==> config.mk <==
export PLATFORM = sky130hd
export DESIGN_NAME = slot_packer
export DESIGN_NICKNAME = d
export VERILOG_FILES = /design/src/rtl/slot_packer_pkg.sv /design/src/rtl/slot_packer_skid.sv /design/src/rtl/slot_packer.sv
export SDC_FILE = /design/constraint.sdc
export NUM_CORES = 1
export LEC_CHECK = 0
export CORE_MARGIN = 2
export CORE_UTILIZATION = 40
export CTS_BUF_LIST = sky130_fd_sc_hd__clkbuf_2
export DETAILED_ROUTE_END_ITERATION = 6
export GPL_TIMING_DRIVEN = 0
export PLACE_DENSITY = 0.67
export SETUP_SLACK_MARGIN = 0.2
export SLEW_MARGIN = 5
export SYNTH_ARGS = -nofsm -noshare
export SYNTH_HDL_FRONTEND = slang
export SYNTH_HIERARCHICAL = 1
export SYNTH_SLANG_ARGS = --single-unit
==> constraint.sdc <==
create_clock -name clk -period 3.84 [get_ports clk]
set_input_delay 0.768 -clock clk [delete_from_list [all_inputs] [get_ports clk]]
set_output_delay 0.768 -clock clk [all_outputs]
set_load 0.1 [all_outputs]
==> src/rtl/slot_packer_pkg.sv <==
// Shared constants and types for the slot packer: word width, idle filler value,
// pack FSM state encoding and statistics counter width.
package slot_packer_pkg;

    localparam int WORD_W = 32;
    localparam logic [WORD_W-1:0] IDLE_WORD_DEFAULT = 32'hFFFF_FFFF;
    localparam int STATS_W = 16;

    typedef enum logic {
        FILL = 1'b0,
        HOLD = 1'b1
    } pack_state_t;

endpackage

==> src/rtl/slot_packer_skid.sv <==
// Show-ahead skid FIFO for the slot packer; pointers carry one extra wrap bit so
// count spans 0..DEPTH. A write while full is legal only together with a read.
module slot_packer_skid
    import slot_packer_pkg::*;
#(
    parameter int DEPTH = 4,
    localparam int PTR_W = $clog2(DEPTH) + 1
) (
    input  logic              clk,
    input  logic              reset,
    input  logic              wr_en,
    input  logic [WORD_W-1:0] wr_data,
    input  logic              rd_en,
    output logic [WORD_W-1:0] rd_data,
    output logic [PTR_W-1:0]  count,
    output logic              full,
    output logic              empty
);

    localparam int AW = $clog2(DEPTH);

    logic [WORD_W-1:0] mem [DEPTH];
    logic [PTR_W-1:0]  wr_ptr;
    logic [PTR_W-1:0]  rd_ptr;

    always_ff @(posedge clk) begin
        if (reset) begin
            wr_ptr <= '0;
            rd_ptr <= '0;
        end else begin
            if (wr_en) wr_ptr <= wr_ptr + 1'b1;
            if (rd_en) rd_ptr <= rd_ptr + 1'b1;
        end
    end

    // Storage carries no reset; only the pointers define what is live.
    always_ff @(posedge clk) begin
        if (wr_en) mem[wr_ptr[AW-1:0]] <= wr_data;
    end

    assign rd_data = mem[rd_ptr[AW-1:0]];
    assign count   = wr_ptr - rd_ptr;
    assign full    = (count == PTR_W'(DEPTH));
    assign empty   = (wr_ptr == rd_ptr);

endmodule

==> src/rtl/slot_packer.sv <==
// Packs non-idle words into WORDS_PER_LINE-word lines through a skid FIFO.
// Define SLOT_PACKER_STATS_EN to add the lines_out / words_dropped counters.
module slot_packer
    import slot_packer_pkg::*;
#(
    parameter int                WORDS_PER_LINE = 4,
    parameter int                SKID_DEPTH     = 4,
    parameter logic [WORD_W-1:0] IDLE_WORD      = IDLE_WORD_DEFAULT
) (
    input  logic                             clk,
    input  logic                             reset,
    input  logic [WORD_W-1:0]                in_data,
    input  logic                             in_valid,
    output logic                             stall,
    input  logic                             flush,
    output logic [WORD_W*WORDS_PER_LINE-1:0] line_data,
    output logic [WORDS_PER_LINE-1:0]        line_mask,
    output logic                             line_valid,
    input  logic                             line_ready,
    output logic                             overflow
`ifdef SLOT_PACKER_STATS_EN
    ,
    output logic [STATS_W-1:0]               lines_out,
    output logic [STATS_W-1:0]               words_dropped
`endif
);

    localparam int PTR_W = $clog2(SKID_DEPTH) + 1;
    localparam int IDX_W = $clog2(WORDS_PER_LINE);
    localparam logic [IDX_W-1:0] LAST_IDX  = IDX_W'(WORDS_PER_LINE - 1);
    localparam logic [PTR_W:0]   STALL_LVL = (PTR_W + 1)'(SKID_DEPTH - 1);

    pack_state_t       state;
    logic [IDX_W-1:0]  idx;
    logic              accept, pop, wr_en, drop;
    logic [WORD_W-1:0] rd_data;
    logic [PTR_W-1:0]  count;
    logic              full, empty;
    logic [PTR_W:0]    next_count;

    assign accept = in_valid && (in_data != IDLE_WORD);
    assign pop    = (state == FILL) && !empty;
    assign wr_en  = accept && (!full || pop);
    assign drop   = accept && full && !pop;
    assign next_count = {1'b0, count} + {{PTR_W{1'b0}}, wr_en} - {{PTR_W{1'b0}}, pop};

    slot_packer_skid #(.DEPTH(SKID_DEPTH)) u_skid (
        .clk     (clk),
        .reset   (reset),
        .wr_en   (wr_en),
        .wr_data (in_data),
        .rd_en   (pop),
        .rd_data (rd_data),
        .count   (count),
        .full    (full),
        .empty   (empty)
    );

    // Line handshake: a line transfers on any edge where line_valid && line_ready;
    // line_valid, line_data and line_mask never change while a line waits.
    always_ff @(posedge clk) begin
        if (reset) begin
            state      <= FILL;
            idx        <= '0;
            line_valid <= 1'b0;
            line_mask  <= '0;
            line_data  <= '0;
            stall      <= 1'b0;
            overflow   <= 1'b0;
        end else begin
            stall <= (next_count >= STALL_LVL) ||
                     ((state == HOLD) && !line_ready && (next_count != '0));
            if (drop) overflow <= 1'b1;
            case (state)
                FILL: begin
                    if (pop) begin
                        line_data[idx*WORD_W +: WORD_W] <= rd_data;
                        line_mask[idx] <= 1'b1;
                    end
                    if ((pop && idx == LAST_IDX) || (flush && idx != '0)) begin
                        idx        <= '0;
                        line_valid <= 1'b1;
                        state      <= HOLD;
                    end else if (pop) begin
                        idx <= idx + 1'b1;
                    end
                end
                HOLD: begin
                    if (line_ready) begin
                        line_valid <= 1'b0;
                        line_mask  <= '0;
                        state      <= FILL;
                    end
                end
                default: state <= FILL;
            endcase
        end
    end

`ifdef SLOT_PACKER_STATS_EN
    always_ff @(posedge clk) begin
        if (reset) begin
            lines_out     <= '0;
            words_dropped <= '0;
        end else begin
            if (line_valid && line_ready && lines_out != '1) lines_out <= lines_out + 1'b1;
            if (drop && words_dropped != '1) words_dropped <= words_dropped + 1'b1;
        end
    end
`endif

endmodule

-- After elaboration in Yosys (flattened, before gate mapping)
Memories as Yosys holds them, arrays and structs flattened. A register that Yosys moved wholly into a read port is not among the register bits.
Cells that the tools add are included.
- register bits: 144
- bits in latches: 0
- RAM bits: 128
- memory bits (read-only): 0
- output and inout port bits: 135
- word-level logic and storage cells: 73
- memories: 1
- $add $sub $neg: 7
- multiply operators: 0
- divide/modulo/power cells: 0
- order comparisons: 3
- equal/unequal tests: 7
- shift operators: 2
- multiplexer cells: 18
- bitwise gates (word level): 2
- reduce and logical (&&, ||, !) cells: 24
- memory list (memory ; words ; bits a word ; rd ports ; clocked after Yosys merged registers in ; wr ports ; RTL line ; source):
    u_skid.mem ; 4 ; 32 ; 1 ; 1 ; 1 ; slot_packer_skid.sv:22 ; logic [WORD_W-1:0] mem [DEPTH];
- operator list (operator ; count):
    $bwmux 128 ; 1
    $shift 32x34->128 const A ; 1
    $shiftx 32x34->128 ; 1
    $neg 7->34 ; 1
    $ne 32x32->1 const B ; 1
    $logic_and 1x1->1 ; 10
    $mux 2 ; 4
    $mux 4 ; 2
    $pmux 4 s2 ; 1
    $reduce_and 2->1 ; 4
    $mux 1 ; 7
    $add 3x1->3 const B ; 2
    $add 3x1->4 ; 1
    $ge 4x2->1 const B ; 1
    $logic_not 1->1 ; 4
    $ne 2x2->1 const B ; 2
    $or 4x4->4 ; 1
    $pmux 1 s2 ; 2
    $reduce_bool 2->1 ; 2
    $reduce_bool 4->1 ; 1
    $sub 4x1->4 ; 1
    $eq 3x3->1 ; 1
    $eq 3x3->1 const B ; 1
    $logic_or 1x1->1 ; 3
    other kinds (8) ; 8

-- Depth between registers and ports, before layout
- depth in word-level cells: 10
- gate-level depth with buffers: 15
- depth with buffers taken out: 15

-- Cells and area by module
Netlist, hierarchy kept.
- by module, submodules not included (module ; instances ; cells an instance ; area an instance (µm²) ; sequential area each (µm²)):
    slot_packer_skid ; 1 ; 214 ; 5124.9 ; 4003.8
    slot_packer ; 1 ; 514 ; 5086.1 ; 2762.6

-- Worst setup path after synthesis
No wires, ideal clock.
- path kind: register to register
- start: reg u_skid.wr_ptr[0]
- end: mem u_skid.mem[3][0] (enable)
- library setup time: 392 ps
- arrival: 2701 ps
- required time: 3448 ps
- slack: 747 ps
- stages on the path, launching flop included: 12
- path buffers: 1
- period minus slack after synthesis: 3093 ps
- path through: dfxtp_1 inv_1 ha_1 inv_1 fa_1 or3b_2 mux2i_1 o21ai_0 nand2_1 a21oi_1 clkbuf_1 and2_1
- cells in the longest elaborated chain, start to end: 7
- ends and longest elaborated chain (item ; RTL line ; source):
    start, declared ; slot_packer_skid.sv:23 ; logic [PTR_W-1:0] wr_ptr;
    start signal, assigned ; slot_packer_skid.sv:31 ; if (wr_en) wr_ptr <= wr_ptr + 1'b1;
    $sub 3x3->3 ; slot_packer_skid.sv:42 ; assign count = wr_ptr - rd_ptr;
    net count[1] ; slot_packer.sv:37 ; logic [PTR_W-1:0] count;
    $eq 3x3->1 ; slot_packer_skid.sv:43 ; assign full = (count == PTR_W'(DEPTH));
    net full ; slot_packer.sv:38 ; logic full, empty;
    $logic_not 1->1 ; slot_packer.sv:43 ; assign wr_en = accept && (!full || pop);
    $logic_or 1x1->1 ; slot_packer.sv:43 ;
    $logic_and 1x1->1 ; slot_packer.sv:43 ;
    net wr_en ; slot_packer.sv:35 ; logic accept, pop, wr_en, drop;
    $mux 1 ; slot_packer_skid.sv:38 ; if (wr_en) mem[wr_ptr[AW-1:0]] <= wr_data;
    $mux 1 (implied by the code) ; slot_packer_skid.sv:38 ;
    end, declared ; slot_packer_skid.sv:22 ;
The timed path passes the listed nets, and every way through them passes these cells.

-- Worst setup path after layout
- start: reg u_skid.wr_ptr[0]
- end: reg stall
- cells in the longest elaborated chain, start to end: 10
- ends and longest elaborated chain (item ; RTL line ; source):
    $sub 3x3->3 (*) ; slot_packer_skid.sv:42 ;
    net count[1] ; slot_packer.sv:37 ;
    $eq 3x3->1 (*) ; slot_packer_skid.sv:43 ;
    net full ; slot_packer.sv:38 ;
    $logic_not 1->1 (*) ; slot_packer.sv:43 ;
    $logic_or 1x1->1 (*) ; slot_packer.sv:43 ;
    $logic_and 1x1->1 (*) ; slot_packer.sv:43 ;
    net wr_en ; slot_packer.sv:35 ;
    $add 3x1->4 (*) ; slot_packer.sv:45 ; assign next_count = {1'b0, count} + {{PTR_W{1'b0}}, wr_en} - {{PTR_W{1'b0}}, pop};
    $sub 4x1->4 (*) ; slot_packer.sv:45 ;
    parallel branches: the longest is 2 deep, another holds $ge 4x2->1 ; n/a ;
    $logic_or 1x1->1 (*) ; slot_packer.sv:71 ; stall <= (next_count >= STALL_LVL) ||
    end signal, assigned ; slot_packer.sv:71 ;
    end, declared ; slot_packer.sv:14 ; output logic stall,
Mark *: on every way through the listed nets, which the timed path passes.
A chain may end at the register's enable or synchronous reset.

==> metrics.txt <==
root buf cell clkbuf_2; largest family of logic cells by synthesized area compound AO/OA/AOI/OAI gates; PortBufs 171; initial antenna violation count 1; H-tree depth 3; VDD IR max 0.000371 V; P_leak around 4.6 nW; crit-path max FO 4; first-pass GRT wire length around 40000 um; count of flip-flops with a built-in enable after synthesis ~130; vias per inst 5.16; total chip power 0.00985 W; RSZ-0062 raised after global routing false; gr ovfl total 0; Routed WL per cell about 19 um; Slew HR 0.286; met2 WL 12500 um; hpwl dp 18300 um; core region area 25100 um^2; post-synth cell types 39; f_max 293 MHz; skew final 55.6 ps; Mapped Cells 728; detailed-route wire length on metal 1 10900 um; min-delay src overflow; dpl cell area 12400 um^2; post-route cell area 13000 um^2; row cnt 58; Setup Viol. Count Final 0; total routed wirelength approximately 26000 um; Initial Util 0.407; Synth Area per Inst 14.0 um^2; Vias around 6900; largest net degree at the start of global routing 33; share of cells above drive strength 1 0.182; CTS tree built; register area share after synthesis 0.663; fill count 2168; cts hold-fix bufs 0; cts bufs inserted 66; reg2reg path depth 15; first-iteration detailed-routing DRC count 674; met3 wire length between 1500 and 2000 um; Final Hold Vio Count 0; drt first pass iters 7; register bit total from synthesis 274; cell internal pwr around 0.0056 W; Critical Path AT 4080 ps; clk sinks approximately 270; dpl ws -269 ps; outcome finished clean; HP Class flop to flop; multiplexer area fraction after synthesis 0.0743; Synth Area in Compound Gates 0.111; Ys Warns 6; Simple-Gate Fraction of Synth Area 0.0806; Sum Neg Setup Slack 0 ps; GRT Overall Usage 0.194; Area growth syn-to-layout 27.3%; Net Sw Frac 0.427; Sw Pwr between 0.004 and 0.005 W; Netlist Area Pre-Place 10200 um^2; Horiz. Die Dim 164 um; crit share post-route 0.889; area share of xor/xnor cells in the synthesized design 0.00515; remaining antenna violation count 0; Max clock buf depth 3; fin crit period between 3000 and 4000 ps; placed insts 1230; required time worst endpoint roughly 4500 ps; Worst Max-Slew Pin Slew 1060 ps; Clock Latency Late Sink 810 ps; reg-to-reg endpoint stall; hold endpoint overflow; FF-to-FF setup slack 430 ps; Logic pwr share 0.424; Async S/R FF share, synth 0; top_reg_cell synth dfxtp_1; R2R Path Start u_skid/wr_ptr[0]; drt drc 0; fin. max-slew vios 0; syn nets 786; vias in the first global route a little under 7000; sequential cell area between 6000 and 7000 um^2; footprint of the multi-input gates 3050 um^2; final worst slack 428 ps; hold depth 1; GP Congestion 0.828; critical path class flop to flop; Post-Layout Cell Count 1344; highest routed layer met4; clock share of power 0.202; sequential power share 0.373; PD cells 757 nW/um^2; Clock transition at path regs 110 ps; Critical Path Sink Type flop; Top Ports 172; CP Launch Type flop; Die H 164 um; die area roughly 27000 um^2; Total Nets Final 1026; adder-cell area share of the yosys netlist 0.0272; max_cap viols 0
## state kept, by name, indices dropped and copies added (netlist names), named ones only
| signal | count |
|---|---|
| idx | 2 |
| line_data | 128 |
| line_mask | 4 |
| line_valid | 1 |
| overflow | 1 |
| stall | 1 |
| state | 1 |
| u_skid/mem | 128 |
| u_skid/rd_ptr | 3 |
| u_skid/wr_ptr | 3 |
## repair_timing
| action | CTS | global route |
|---|---|---|
| setup endpoints to repair | 0 | 1 |
| gates resized for setup | 0 | 2 |
| buffers inserted | 0 | 0 |
## metrics by stage
stage | util | hold WS (ps)
after CTS | 0.518 | 500
after global placement | 0.491 | 469
after floorplan | - | 514
after global routing | 0.518 | 535
after detailed placement | 0.493 | 476
final | 0.518 | 500
## Yosys cell counts (all sizes together) (5+ instances only)
| master | number | area share |
|---|---|---|
| mux4 | 32 | 0.071 |
| buf | 29 | 0.025 |
| ha | 19 | 0.023 |
| clkbuf | 23 | 0.0085 |
| a21oi | 7 | 0.0034 |
| dfxtp | 146 | 0.29 |
| nand4 | 8 | 0.0049 |
| edfxtp | 128 | 0.38 |
| or3b | 5 | 0.0043 |
| a22oi | 133 | 0.10 |
| nor2 | 141 | 0.052 |
| xnor2 | 5 | 0.0043 |
| inv | 14 | 0.0051 |
## how the worst max path moves through the flow
stage | end | start | cells past startpoint | slack [ps]
after detailed placement | stall | in_data[0] | 10 | -270
after floorplan | u_skid/mem[3][0] | u_skid/wr_ptr[0] | 11 | 750
after global routing | stall | u_skid/wr_ptr[0] | 15 | 190
after global placement | u_skid/mem[0][6] | in_data[15] | 6 | -440
final | stall | u_skid/wr_ptr[0] | 15 | 430
after CTS | stall | u_skid/wr_ptr[0] | 15 | 330
## area by class of cell
class	count	share of cell area
Multi-Input combinational cell	388	0.235
Clock inverter	14	0.0103
Timing Repair Buffer	172	0.134
Antenna cell	1	0.000192
Tap cell	330	0.0318
Clock buffer	99	0.0381
Inverter	14	0.00404
Buffer	52	0.0267
Sequential cell	274	0.520
## cells in the final DEF (no fill, tap or decap), drive strengths merged, types with 3 or more instances in the layout
cell type / n
clkdlybuf4s50: 171
dfxtp: 146
nor2: 141
a22oi: 133
edfxtp: 128
clkbuf: 122
mux4: 32
buf: 30
ha: 19
inv: 16
clkinv: 9
nand4: 8
a21oi: 7
xnor2: 5
or3b: 5
nand2: 4
and2: 4
nor4: 4
nor4b: 3
bufinv: 3
nand3b: 3
mux2i: 3
## power groups by stage
stage	Clock, W	Combinational, W	Sequential (W)
floorplan	0	0.00188	0.00489
global placement	0	0.00409	0.00375
detailed placement	0	0.00416	0.00375
CTS	0.00205	0.00418	0.00368
global route	0.00221	0.00445	0.00372
finish	0.00199	0.00418	0.00368
## critical path, cell delays in order (launching register included)
cell and delay [ps]:
dfxtp_2 370, inv_1 90, ha_1 200, inv_1 60, fa_1 460, or3b_2 460
mux2i_1 120, o21ai_0 140, nand2_1 110, a21oi_1 70, ha_2 260, fa_1 500
nor2_1 50, nor3b_1 160, a21oi_1 60, a31oi_1 170
## layer usage
layer,GRT usage,vias up
met5,0,-
met4,0.0905,0
met3,0.0460,51
met2,0.314,264
met1,0.247,3361
li1,-,3256
## cell families after synthesis
logic type                 Yosys count
xor gates and xnor gates             6
buffers and inverters               66
AOI/OAI and AO/OA                  150
and+or+nand+nor                    176
DFF                                274
adders and majority gates           21
muxes                               35
Note: power is estimated with default switching activity, not from simulation.
